**src/rtl/bomb_controller.sv**
```systemverilog
// Game-level sequencer for the bomb: arms the countdown timer, tracks strikes and solved modules,
// and decides defused/exploded. All outputs are registered from the next-state decode.
module bomb_controller #(
  parameter logic [15:0] START_SEC      = 16'd300,
  parameter int          NUM_MODULES    = 5,
  parameter int          MAX_STRIKES    = 3,
  parameter logic [15:0] STRIKE_PENALTY = 16'd15
) (
  input  logic                   clk,
  input  logic                   reset,
  input  logic                   start,
  input  logic [NUM_MODULES-1:0] strike,
  input  logic [NUM_MODULES-1:0] solved,
  input  logic [15:0]            secLeft,
  output logic                   timer_set,
  output logic [15:0]            timer_sec,
  output logic [1:0]             strikes,
  output logic                   armed,
  output logic                   defused,
  output logic                   exploded,
  output logic                   tick
);

  localparam logic [2:0] IDLE     = 3'd0;
  localparam logic [2:0] LOAD     = 3'd1;
  localparam logic [2:0] SETTLE   = 3'd2;
  localparam logic [2:0] ARMED    = 3'd3;
  localparam logic [2:0] PENALTY  = 3'd4;
  localparam logic [2:0] DEFUSED  = 3'd5;
  localparam logic [2:0] EXPLODED = 3'd6;

  localparam logic [1:0] MAX_STK = 2'(MAX_STRIKES);

  logic [2:0]  state_r;
  logic [2:0]  next_s;
  logic [15:0] prev_sec_r;
  logic [1:0]  strikes_inc_s;
  logic        strike_any_s;
  logic        all_solved_s;
  logic        strike_hit_s;

  // Time remaining after a penalty, clamped at zero instead of wrapping.
  function automatic logic [15:0] sat_sub(input logic [15:0] a, input logic [15:0] b);
    if (a > b) begin
      sat_sub = a - b;
    end else begin
      sat_sub = 16'd0;
    end
  endfunction

  assign strike_any_s  = |strike;
  assign all_solved_s  = &solved;
  assign strikes_inc_s = strikes + 2'd1;
  // A solve in the same cycle overrides any strike.
  assign strike_hit_s  = (state_r == ARMED) && !all_solved_s && strike_any_s;

  // Next-state decode.
  always_comb begin
    next_s = state_r;
    case (state_r)
      IDLE: begin
        if (start) next_s = LOAD;
        else       next_s = IDLE;
      end
      LOAD:    next_s = SETTLE;
      SETTLE:  next_s = ARMED;
      ARMED: begin
        if (all_solved_s) begin
          next_s = DEFUSED;
        end else if (strike_any_s) begin
          if (strikes_inc_s == MAX_STK) next_s = EXPLODED;
          else                          next_s = PENALTY;
        end else if (secLeft == 16'd0) begin
          next_s = EXPLODED;
        end else begin
          next_s = ARMED;
        end
      end
      PENALTY: next_s = SETTLE;
      DEFUSED, EXPLODED: begin
        if (start) next_s = LOAD;
        else       next_s = state_r;
      end
      default: next_s = IDLE;
    endcase
  end

  // State, strike counter and registered outputs.
  always_ff @(posedge clk) begin
    if (reset) begin
      state_r    <= IDLE;
      prev_sec_r <= 16'd0;
      timer_set  <= 1'b0;
      timer_sec  <= 16'd0;
      strikes    <= 2'd0;
      armed      <= 1'b0;
      defused    <= 1'b0;
      exploded   <= 1'b0;
      tick       <= 1'b0;
    end else begin
      state_r    <= next_s;
      prev_sec_r <= secLeft;
      armed      <= (next_s == ARMED);
      defused    <= (next_s == DEFUSED);
      exploded   <= (next_s == EXPLODED);
      // Only ticks while staying armed, so tick never overlaps another state.
      tick       <= (state_r == ARMED) && (next_s == ARMED) && (secLeft != prev_sec_r);

      if (strike_hit_s) begin
        strikes <= strikes_inc_s;
      end else if (next_s == LOAD) begin
        strikes <= 2'd0;
      end

      case (next_s)
        IDLE, LOAD: begin
          timer_set <= 1'b1;
          timer_sec <= START_SEC;
        end
        SETTLE, ARMED: begin
          timer_set <= 1'b0;
        end
        PENALTY: begin
          timer_set <= 1'b1;
          timer_sec <= sat_sub(secLeft, STRIKE_PENALTY);
        end
        DEFUSED: begin
          timer_set <= 1'b1;
          // Freeze the display on the value seen at entry.
          if (state_r != DEFUSED) timer_sec <= secLeft;
        end
        EXPLODED: begin
          timer_set <= 1'b1;
          timer_sec <= 16'd0;
        end
        default: begin
          timer_set <= 1'b0;
          timer_sec <= 16'd0;
        end
      endcase
    end
  end

endmodule

```
**config.mk**
```make
export PLATFORM = sky130hd
export DESIGN_NAME = bomb_controller
export DESIGN_NICKNAME = d
export VERILOG_FILES = /design/src/rtl/bomb_controller.sv
export SDC_FILE = /design/constraint.sdc
export NUM_CORES = 1
export LEC_CHECK = 0
export CAP_MARGIN = 20
export CORE_AREA = 2 2 68 77
export DETAILED_ROUTE_END_ITERATION = 10
export DIE_AREA = 0 0 70 79
export GPL_ROUTABILITY_DRIVEN = 0
export GPL_TIMING_DRIVEN = 0
export PLACE_DENSITY = 0.72
export SKIP_LAST_GASP = 1
export SLEW_MARGIN = 10
export SYNTH_ARGS = -nofsm -noshare
export SYNTH_HDL_FRONTEND = slang
export SYNTH_SLANG_ARGS = --single-unit
```
**constraint.sdc**
```tcl
create_clock -name clk -period 2.9 [get_ports clk]
set_input_delay 0.58 -clock clk [delete_from_list [all_inputs] [get_ports clk]]
set_output_delay 0.58 -clock clk [all_outputs]
set_load 0.005 [all_outputs]
```
==> results.txt, run 1 <==
* Number of optimization iterations in the first detailed-route pass: 4
- Synthesis produced a netlist with a net count of about 280.
- Core box area: 0.00480 mm²
* Remaining max-slew budget at the tightest pin: 62.9%
- The routed layout has 2035 vias.
- Power density of the placed cells: approximately 440 mW/mm²
- Most common library cell in the layout ignoring fill and taps: sky130_fd_sc_hd__dfxtp_1
- The detailed router finished its first iteration with ~180 violations.
- Deepest level of the CTS H-tree: 2
* Clock net sink count: 42
* Final HPWL from detailed placement: 4190 µm
- Area Overhead vs Synth: 30.4%
- Run status: finished clean
* Class of the tightest hold or removal check: flip-flop to flip-flop
- The startpoint identified for the worst register-to-register timing path is state_r[0].
- Netlist area before placement: between 0.002 and 0.0025 mm²
- After layout, the design draws a total of roughly 1.3 mW.
* Clock transition at the registers of the reported paths: 0.08 ns
- I/O Pins: 52
- The worst path in the final design needs a cycle of between 2 and 3 ns, including I/O delays and setup.
- Part of the cycle the worst path needs: between 90% and 100%
- Vertical extent of the die: 79 µm
* Fraction of layout instances using a drive strength above 1: a little over an eighth
* Total instance count after detailed placement: roughly 350
- Overall fraction of global-route tracks in use: a little over a fifth
* Combinational power share: 21.2%
* Number of standard cells after synthesis: 245
- During placement, the flow inserted port buffers numbering 46.
- In this run, distinct cell masters in the synthesized netlist total a little under 60.
- The worst hold path begins at timer_sec[11].
- Latest clock arrival within the worst-skew pair: ~0.3 ns
- Initial Util: approximately 47%
- Data required time at the worst endpoint: ~3.1 ns
- Cts bufs inserted: 5
- In this run, flip-flops and latches consume 48.4% of the power.
* Number of max-cap violations: 0
* CTS tree: built
- After global routing the overflow that remains totals 0.
- Final WL: between 5000 and 6000 µm
- After routing the design area is roughly 0.0029 mm².
- Excluding fillers, the count of instances in the completed layout stands at roughly 360.
- In this run the core area contains 27 standard-cell rows.
- The clock arrives with around 0.0022 ns of skew.
- Unrepaired setup endpoints after global routing: true
* Post-synth EDFFs: 0
* Post-synthesis area per instance: a little over 9 µm²
* CP Max Fanout: 10
- The top cell types in the final layout, fill and taps aside, are 42 x sky130_fd_sc_hd__dfxtp_1, 40 x sky130_fd_sc_hd__clkdlybuf4s50_1, 18 x sky130_fd_sc_hd__xor2_1, 17 x sky130_fd_sc_hd__nor2_1.
- Counting the fill cells in the layout gives 443.
- Initial antenna violation count: 0
* Maximum buffer depth of the clock tree: 2
* Async SR Flop Fraction: 0%
- Worst setup path class: input pin to flip-flop
- Entering global routing, the biggest net connects 13 pins.
* X dimension of the die: ~70 µm
- DRC violations left: 0
- Final TNS setup: 0 ns
- FF-to-FF setup slack: between 0.4 and 0.5 ns
- Across the VDD grid, the largest voltage drop is 0.229 mV.
* Net switching power of the design: between 0.3 and 0.4 mW
- STA classifies the critical path startpoint as an input pin.
- Clock network power share: a little under a third
- Final Hold Slack: about 0.47 ns
* Maximum frequency from static timing analysis: 358 MHz
- After synthesis the netlist holds a flip-flop and latch count of 42.
* Routed WL per cell: around 16 µm
* Crit path capture type: flip-flop
- Tightest Pin Transition: between 0.5 and 0.6 ns
* Final antenna diode count: 0
* CP startpoint: secLeft[11]
- Antenna Nets Post-Route: 0
- The floorplan step defined a die boundary enclosing ~0.0055 mm².
- Final setup violation count: 0
* Portion of the post-synthesis area used by sequential elements: 37.4%
- Nets: 332
* Number of global-route vias before repair: 1836
- The number of max-slew violations in the final report came to 0.
- In this run switching power makes up between 20 and 30% of total power.
* Leakage Power: 1.20 nW
- The tree is rooted in a sky130_fd_sc_hd__clkbuf_8.
- Wire length of the first global-routing pass: between 9000 and 10000 µm
- Internal power comes to around 0.94 mW.
* Placed cell areas: 0.00278 mm²
- Number of warnings issued by yosys: 0
- STA puts the critical path data arrival time at 2.98 ns.
* Most frequently used flop master after synthesis: sky130_fd_sc_hd__dfxtp_1
- Dividing the detail-routed via count by the number of cells gives between 5 and 6.
- The final hold violation count was 0.
==> worst max-delay path: stages <==
cell                              delay (ns)
sky130_fd_sc_hd__clkdlybuf4s50_1        0.50
sky130_fd_sc_hd__or4_4                  0.55
sky130_fd_sc_hd__nor4_4                 0.40
sky130_fd_sc_hd__o31ai_4                0.15
sky130_fd_sc_hd__a31oi_4                0.26
sky130_fd_sc_hd__nor2_4                 0.08
sky130_fd_sc_hd__buf_6                  0.15
sky130_fd_sc_hd__a221o_1                0.30
==> final cells by class <==
| type | instances | area [µm²] | share of cell area (%) |
|---|---|---|---|
| tap | 58 | 72.6 | 2.47 |
| sequential | 42 | 841 | 28.6 |
| clock inverter | 1 | 5.00 | 0.171 |
| inverter | 7 | 26.3 | 0.895 |
| multi-input combinational | 182 | 1320 | 45.1 |
| clock buffer | 7 | 86.3 | 2.94 |
| timing repair buffer | 49 | 488 | 16.6 |
| buffer | 13 | 92.6 | 3.15 |
==> path summary, 6_finish.rpt <==
check	end	cells past startpoint
worst max register to register	timer_sec[8]	8
worst min register to register	timer_sec[11]	1
worst min-delay path	timer_sec[11]	1
worst max-delay path	timer_sec[4]	8
==> what timing repair did <==
action                     CTS  global route
setup endpoints to repair   17            14
buffers inserted             3             0
pin swaps                    3             2
resized for setup           13             3
hold buffers                 0             0
hold endpoints to repair     0             0
==> sequential cells by signal (all words and copies together), names as in the netlist <==
signal / cells
prev_sec_r: 16
timer_sec: 16
state_r: 3
strikes: 2
armed: 1
defused: 1
exploded: 1
tick: 1
timer_set: 1
==> logic make-up after synthesis <==
logic type / count (synthesis) / share of synthesized area [%]
adder cells (fa/ha/maj): 3 / 1.67
XOR/XNOR: 20 / 7.78
buffers and inverters: 21 / 5.45
AO/OA/AOI/OAI: 55 / 20.4
flip-flops: 42 / 37.4
AND/OR/NAND/NOR: 104 / 27.3
==> synth_stat cells (all sizes together) (6+ instances only) <==
cell / number / area share [%]
a21oi: 11 / 2.9
a221o: 6 / 2.7
inv: 7 / 1.2
nor2b: 16 / 4.4
nor3: 6 / 1.3
nand2: 16 / 2.7
nor4: 9 / 3.2
nor2: 21 / 3.8
a211o: 7 / 3.1
nand3: 6 / 1.3
buf: 10 / 3.6
xor2: 18 / 7.0
dfxtp: 42 / 37
==> stage by stage <==
stage | util (%) | worst slack [ns]
2_1_floorplan | - | 0.311
3_3_place_gp | 58.0 | -0.602
3_5_place_dp | 58.0 | -0.587
4_1_cts | 60.9 | 0.0362
5_1_grt | 61.2 | -0.00589
6_report | 61.2 | 0.105
==> per-layer routing <==
layer | global-route usage, % | wire (µm) | vias up
li1 | - | - | 1002
met1 | 29.9 | 2600 | 959
met2 | 33.4 | 2740 | 67
met3 | 4.57 | 305 | 7
met4 | 7.31 | 95 | 0
met5 | 0 | 0 | -
==> power by group through the flow <==
stage	clock (mW)	sequential [mW]	combinational (mW)
after floorplan	0	0.639	0.147
after detailed placement	0	0.639	0.261
final	0.393	0.626	0.275
after global placement	0	0.639	0.260
after CTS	0.408	0.626	0.271
after global routing	0.426	0.629	0.299
Power figures use the tool's default switching activity.
==> run 2, diff against run 1 <==
- CORE_AREA: 2 2 68 77 -> 2 2 71 73
- DIE_AREA: 0 0 70 79 -> 0 0 73 75
- PLACE_DENSITY: 0.72 -> 0.73
- SETUP_SLACK_MARGIN: default -> 0.15
==> run 2 against run 1 <==
Against the previous run:
- power shrank 0.73%
- utilization grew 1.7 points
- sequential share of layout area is essentially flat
- critical path depth grew 2
- maximum frequency grew 4.5%
- wire length shrank 0.52%
- clock power shrank 2%
- combinational power is essentially flat
- critical path type unchanged
- highest routed layer unchanged
==> results.txt, run 2 (same netlist as run 1, synthesis figures left out) <==
- Run status: finished clean (unchanged)
* Pins over their slew limit: 0 (unchanged)
- The final wirelength came to 5720 µm (was 5750 µm).
- The wire length of the first global-routing pass is 8990 µm (was 9270 µm).
* Data required time at the worst endpoint: 3.08 ns (about the same)
* Nets: 332 (unchanged)
- Largest registers: prev_sec_r (16), timer_sec (16), state_r (3) (unchanged).
- Number of global-route vias before repair: 1775 (was 1836)
- The type of destination of the critical path is a flip-flop (unchanged).
- Remaining max-slew budget at the tightest pin: 61.4% (was 62.9%)
- CTS tree: built (unchanged)
- The nature of the critical path startpoint was an input pin (unchanged).
* Max IR drop VDD: 0.198 mV (was 0.229 mV)
- The total congestion overflow came to 0 (unchanged).
- The number of filler instances in the final layout is 404 (was 443).
- The initial core utilization came to 48.3% (was 46.9%).
- The maximum number of pins on one net before global-route repair came to 13 (unchanged).
* Number of buffer cells added on primary ports: 46 (unchanged)
- The clock transition at the registers of the reported paths came to 0.08 ns (about the same).
- The most common cell after layout, fill and taps aside is sky130_fd_sc_hd__dfxtp_1 (unchanged).
- CP Max Fanout: 10 (unchanged)
- The count of TritonRoute iterations in the first routing pass is 4 (unchanged).
- Vertical extent of the die: 75 µm (was 79 µm)
- The type of the tightest min-delay check was flip-flop to flip-flop (unchanged).
* Maximum frequency from static timing analysis: 374 MHz (was 358 MHz)
- Final setup violation count: 0 (unchanged)
* Cts bufs inserted: 5 (unchanged)
- Deepest level of the CTS H-tree: 2 (unchanged)
* Most frequent cells in the layout: 42 x sky130_fd_sc_hd__dfxtp_1, 38 x sky130_fd_sc_hd__clkdlybuf4s50_1, 18 x sky130_fd_sc_hd__xor2_1, 17 x sky130_fd_sc_hd__nor2_1 (was 42 x sky130_fd_sc_hd__dfxtp_1, 40 x sky130_fd_sc_hd__clkdlybuf4s50_1, 18 x sky130_fd_sc_hd__xor2_1, 17 x sky130_fd_sc_hd__nor2_1)
* Number of buffers inserted for hold repair after clock tree synthesis: 0 (unchanged)
* Final TNS setup: 0 ns (unchanged)
- The placeable core area was 0.00466 mm² (was 0.00480 mm²).
- The number of antenna cells inserted was 0 (unchanged).
* Area Overhead vs Synth: 30.2% (was 30.4%)
* Antenna Nets Post-Route: 0 (unchanged)
- DRC violations left: 0 (unchanged)
- Die footprint: 0.00548 mm² (was 0.00553 mm²)
* Part of the cycle the worst path needs: 92.2% (was 96.4%)
- DRT iter0 DRCs: 218 (was 183)
- The max-capacitance violation count came to 0 (unchanged).
- The clock tree skew after final layout came to 0.00438 ns (was 0.00222 ns).
* Clock net sink count: 42 (unchanged)
* I/O Pins: 52 (unchanged)
- Latest clock arrival within the worst-skew pair: 0.29 ns (was 0.30 ns)
- Maximum buffer depth of the clock tree: 2 (unchanged)
* Fraction of the core area covered by cells at the end of the flow: 62.9% (was 61.2%)
- The sequential standard cell area was 841 µm² (unchanged).
- The width of the die came to 73 µm (was 70 µm).
* Overall fraction of global-route tracks in use: 21.6% (about the same)
- The path type of the worst setup path is input pin to flip-flop (unchanged).
* Total via count after detailed routing: 2034 (was 2035)
* Unrepaired setup endpoints after global routing: true (unchanged)
* Leakage Power: 1.19 nW (was 1.20 nW)
- Signal arrival time at the worst endpoint: 2.85 ns (was 2.98 ns)
- The final hold violation count is 0 (unchanged).
* Number of placement rows: 25 (was 27)
- Power density of the placed cells: 438 mW/mm² (was 441 mW/mm²)
- The shortest clock period the worst path allows after layout was 2.67 ns (was 2.80 ns).
- Fraction of layout instances using a drive strength above 1: 14.3% (was 13.6%)
* Final HPWL from detailed placement: 4160 µm (was 4190 µm)
* Initial antenna violation count: 0 (unchanged)
- Average via count per standard cell: 5.73 (was 5.67)
* Multi-input combinational cell area: 0.00134 mm² (was 0.00132 mm²)
- The average routed wire per standard cell came to 16.1 µm (was 16.0 µm).
- The measured slew at the worst slew-check pin was 0.579 ns (was 0.557 ns).
* CTS root buffer: sky130_fd_sc_hd__clkbuf_8 (unchanged)
[run 2: cell count changes in the layout (fill, tap and decap cells not counted), sizes merged]
| cell | before | now |
|---|---|---|
| buf | 13 | 12 |
| clkbuf | 10 | 11 |
| clkdlybuf4s50 | 40 | 38 |
| dlygate4sd2 | 2 | 6 |
| dlymetal6s2s | 2 | 0 |
[run 2: worst paths after layout]
path | start | end | slack [ns] | cells past startpoint
worst max-delay path | secLeft[0] | timer_sec[7] | 0.23 | 10
worst min-delay path | timer_sec[11] | timer_sec[11] | 0.47 | 1
worst max register to register | state_r[0] | timer_sec[8] | 0.46 | 8
worst min register to register | timer_sec[11] | timer_sec[11] | 0.47 | 1
[run 2: layer usage]
metal | part of all wire (%) | GRT usage (%) | vias to the layer above | wire, µm
met5 | 0 | 0 | - | 0
met3 | 6.8 | 4.02 | 5 | 390
li1 | - | - | 1006 | -
met1 | 47 | 31.6 | 945 | 2700
met2 | 45 | 33.1 | 78 | 2580
met4 | 0.89 | 4.94 | 0 | 51
[run 2: what timing repair did]
| action | 4_1_cts | 5_1_grt |
|---|---|---|
| resized for setup | 17 | 7 |
| endpoints found under the setup margin | 19 | 11 |
| buffers inserted | 2 | 0 |
| pin swaps | 3 | 0 |
[run 2: layout make-up]
cell class                 instances  share of cell area [%]
timing repair buffer              48                    16.1
inverter                           7                   0.897
clock buffer                       7                    2.95
tap                               54                    2.31
buffer                            14                    3.33
multi-input combinational        182                    45.6
clock inverter                     1                   0.171
sequential                        42                    28.7
[run 2: power breakdown]
| part | leakage, nW | internal, mW | switching, mW |
|---|---|---|---|
| Combinational | 0.794 | 0.133 | 0.140 |
| Sequential | 0.345 | 0.609 | 0.0167 |
| Clock | 0.0482 | 0.192 | 0.192 |
| Total | 1.19 | 0.934 | 0.349 |
[run 2: metrics by stage]
stage | instance area, µm² | total power, mW | setup WS [ns] | hold WS, ns | cells
final | 2930 | 1.28 | 0.225 | 0.471 | 355
after global routing | 2930 | 1.34 | 0.129 | 0.494 | 355
after CTS | 2900 | 1.28 | 0.182 | 0.474 | 355
after detailed placement | 2780 | 0.899 | -0.591 | 0.454 | 345
after global placement | 2780 | 0.897 | -0.587 | 0.449 | 345
after floorplan | 2250 | 0.785 | 0.311 | 0.456 | 245
[run 2: critical path, stage by stage]
cell and delay [ns]:
sky130_fd_sc_hd__clkdlybuf4s15_2 0.24, sky130_fd_sc_hd__inv_2 0.09, sky130_fd_sc_hd__ha_1 0.14, sky130_fd_sc_hd__or4b_4 0.47, sky130_fd_sc_hd__nor4_4 0.38, sky130_fd_sc_hd__o31ai_4 0.16
sky130_fd_sc_hd__a31oi_4 0.24, sky130_fd_sc_hd__nor2_4 0.08, sky130_fd_sc_hd__buf_6 0.15, sky130_fd_sc_hd__a221o_1 0.30
==> run 3, diff against run 2 <==
- PLACE_DENSITY: 0.73 -> 0.76
==> run 3 against run 2 <==
Against the previous run:
- cell count unchanged
- worst setup slack improved by 0.037 ns
- sequential cell count unchanged
- highest routed layer unchanged
==> results.txt, run 3 (same netlist as run 1, synthesis figures left out) <==
- Run status: finished clean (unchanged).
- The highest cell delay on the worst timing path was 0.52 ns (was 0.47 ns).
- The average routed wire per standard cell came to 15.6 µm (was 16.1 µm).
- The count of unresolved DRC violations after routing was 0 (unchanged).
* Unrepaired setup endpoints after global routing: false (was true)
- Data required time at the worst endpoint: 3.08 ns (about the same)
- Remaining global-route overflow: 0 (unchanged)
* Fraction of the core area covered by cells at the end of the flow: 62.9% (unchanged)
* Antenna Nets Post-Route: 0 (unchanged)
- The number of H-tree levels came to 2 (unchanged).
* Number of buffers inserted for hold repair after clock tree synthesis: 0 (unchanged)
* Max IR drop VDD: 0.234 mV (was 0.198 mV)
- The met3 global-route usage came to 4.55% (was 4.02%).
- The placeable core area came to 0.00466 mm² (unchanged).
* Power density of the placed cells: 438 mW/mm² (about the same)
- Slowest stage cell on the critical path: sky130_fd_sc_hd__clkdlybuf4s50_1 (was sky130_fd_sc_hd__or4b_4)
* Cell-by-cell trace of the critical path: clkdlybuf4s50_1 > or3_4 > nor4_4 > o31ai_4 > a31oi_4 > nor2_4 > buf_6 > a221o_1 (was clkdlybuf4s15_2 > inv_2 > ha_1 > or4b_4 > nor4_4 > o31ai_4 > a31oi_4 > nor2_4 > buf_6 > a221o_1)
* Initial antenna violation count: 0 (unchanged)
* Most frequent cells in the layout: 42 x sky130_fd_sc_hd__dfxtp_1, 38 x sky130_fd_sc_hd__clkdlybuf4s50_1, 18 x sky130_fd_sc_hd__xor2_1, 17 x sky130_fd_sc_hd__nor2_1 (unchanged)
- Post-Route Skew: 0.00473 ns (was 0.00438 ns)
- Fraction of layout instances using a drive strength above 1: 14.0% (was 14.3%)
- Nets: 332 (unchanged)
* Met1 track demand over resource: 31.0% (was 31.6%)
- Wire length of the first global-routing pass: 8760 µm (was 8990 µm)
- The static leakage is 1.19 nW (about the same).
- Final antenna diode count: 0 (unchanged)
- The synthesis-to-finish area growth was 30.2% (unchanged).
* Clock transition at the registers of the reported paths: 0.07 ns (was 0.08 ns)
- DRT iter0 DRCs: 189 (was 218)
* Number of global-route vias before repair: 1746 (was 1775)
* Signal arrival time at the worst endpoint: 2.82 ns (was 2.85 ns)
- Vertical extent of the die: 75 µm (unchanged)
- Maximum buffer depth of the clock tree: 2 (unchanged)
- The area occupied by multi-input gates was 0.00133 mm² (was 0.00134 mm²).
- Remaining max-slew budget at the tightest pin: 63.0% (was 61.4%)
* Number of placement rows: 25 (unchanged)
* Tightest Pin Transition: 0.555 ns (was 0.579 ns)
- X dimension of the die: 73 µm (unchanged)
- Filler cell count: 419 (was 404)
* Largest registers: prev_sec_r (16), timer_sec (16), state_r (3) (unchanged)
* Number of max-cap violations: 0 (unchanged)
* Total via count after detailed routing: 2011 (was 2034)
* Post-layout min period: 2.64 ns (was 2.67 ns)
- Final WL: 5550 µm (was 5720 µm)
* Class of the tightest hold or removal check: flip-flop to flip-flop (unchanged)
- The type of destination of the critical path was a flip-flop (unchanged).
* Number of buffer cells added on primary ports: 46 (unchanged)
- Number of optimization iterations in the first detailed-route pass: 4 (unchanged)
* Overall fraction of global-route tracks in use: 21.2% (was 21.6%)
* Final setup violation count: 0 (unchanged)
* Pins over their slew limit: 0 (unchanged)
- Final TNS setup: 0 ns (unchanged)
- The maximum number of pins on one net before global-route repair is 13 (unchanged).
- Worst setup path class: input pin to flip-flop (unchanged)
* Final HPWL from detailed placement: 4130 µm (was 4160 µm)
- The met2 usage is 31.6% (was 33.1%).
- The biggest fanout along the worst timing path came to 10 (unchanged).
- The most common cell after layout, fill and taps aside was sky130_fd_sc_hd__dfxtp_1 (unchanged).
- The most congested layer reported by global routing was met2 (unchanged).
* Average via count per standard cell: 5.66 (was 5.73)
- Initial Util: 48.3% (unchanged)
- The number of top-level design ports is 52 (unchanged).
- Area used by sequential logic in the layout: 841 µm² (unchanged)
* Fin. Hold Viols: 0 (unchanged)
* Startpoint class of the critical path: input pin (unchanged)
- The clock buffer count from CTS was 5 (unchanged).
- Latest clock arrival within the worst-skew pair: 0.29 ns (about the same)
* CTS root buffer: sky130_fd_sc_hd__clkbuf_8 (unchanged)
* Maximum frequency from static timing analysis: 379 MHz (was 374 MHz)
* Part of the cycle the worst path needs: 91.0% (was 92.2%)
* Die footprint: 0.00548 mm² (unchanged)
* CTS tree: built (unchanged)
* Clock net sink count: 42 (unchanged)
==> run 3: cell count changes in the layout (fill, tap and decap cells not counted) <==
cell / previous run / this run
sky130_fd_sc_hd__o311ai_0: 1 / 2
sky130_fd_sc_hd__a21oi_2: 4 / 3
sky130_fd_sc_hd__o311ai_1: 1 / 0
sky130_fd_sc_hd__dlymetal6s2s_1: 0 / 1
sky130_fd_sc_hd__a21oi_1: 7 / 8
sky130_fd_sc_hd__dlygate4sd2_1: 6 / 5
==> run 3: cell type report <==
type | instances | share of cell area [%]
well taps | 54 | 2.31
repair buffers | 48 | 16.2
clock buffers | 7 | 2.95
multi-input cells | 182 | 45.5
plain buffers | 14 | 3.33
flip-flops and latches | 42 | 28.7
clock inverters | 1 | 0.171
inverters | 7 | 0.897
==> run 3: worst paths after layout <==
path,endpoint,depth (start not counted),slack [ns],from
worst max-delay path,timer_sec[7],8,0.26,secLeft[12]
worst min-delay path,timer_sec[12],1,0.47,timer_sec[12]
worst max register to register,timer_sec[8],8,0.51,state_r[0]
worst min register to register,timer_sec[12],1,0.47,timer_sec[12]
==> run 3: what timing repair did <==
action	4_1_cts	5_1_grt
setup endpoints to repair	19	15
buffers inserted	2	0
resized for setup	16	6
pin swaps	3	1
==> run 3: layer usage <==
layer	wire, µm	up-vias
met4	57	0
met2	2490	70
li1	-	1006
met1	2590	928
met3	409	7
met5	0	-
==> run 3: critical path: cells and delay by family <==
kind / cells / cell delay (ns)
buf+inv: 2 / 0.67
simple gates: 3 / 0.86
compound gates: 3 / 0.70
==> run 3: where the power goes <==
group / internal, mW / switching, mW / total (mW)
combinational: 0.133 / 0.138 / 0.271
sequential: 0.609 / 0.0169 / 0.626
clock: 0.192 / 0.195 / 0.388
total: 0.935 / 0.350 / 1.28
==> run 3: per-stage QoR <==
step	cell area (µm²)	worst slack [ns]	total power [mW]	hold slack, ns	std cells
after floorplan	2250	0.311	0.785	0.456	245
after global placement	2780	-0.602	0.896	0.448	345
after detailed placement	2780	-0.618	0.900	0.452	345
after CTS	2900	0.155	1.29	0.476	355
after global routing	2930	0.166	1.34	0.506	355
final	2930	0.262	1.28	0.471	355
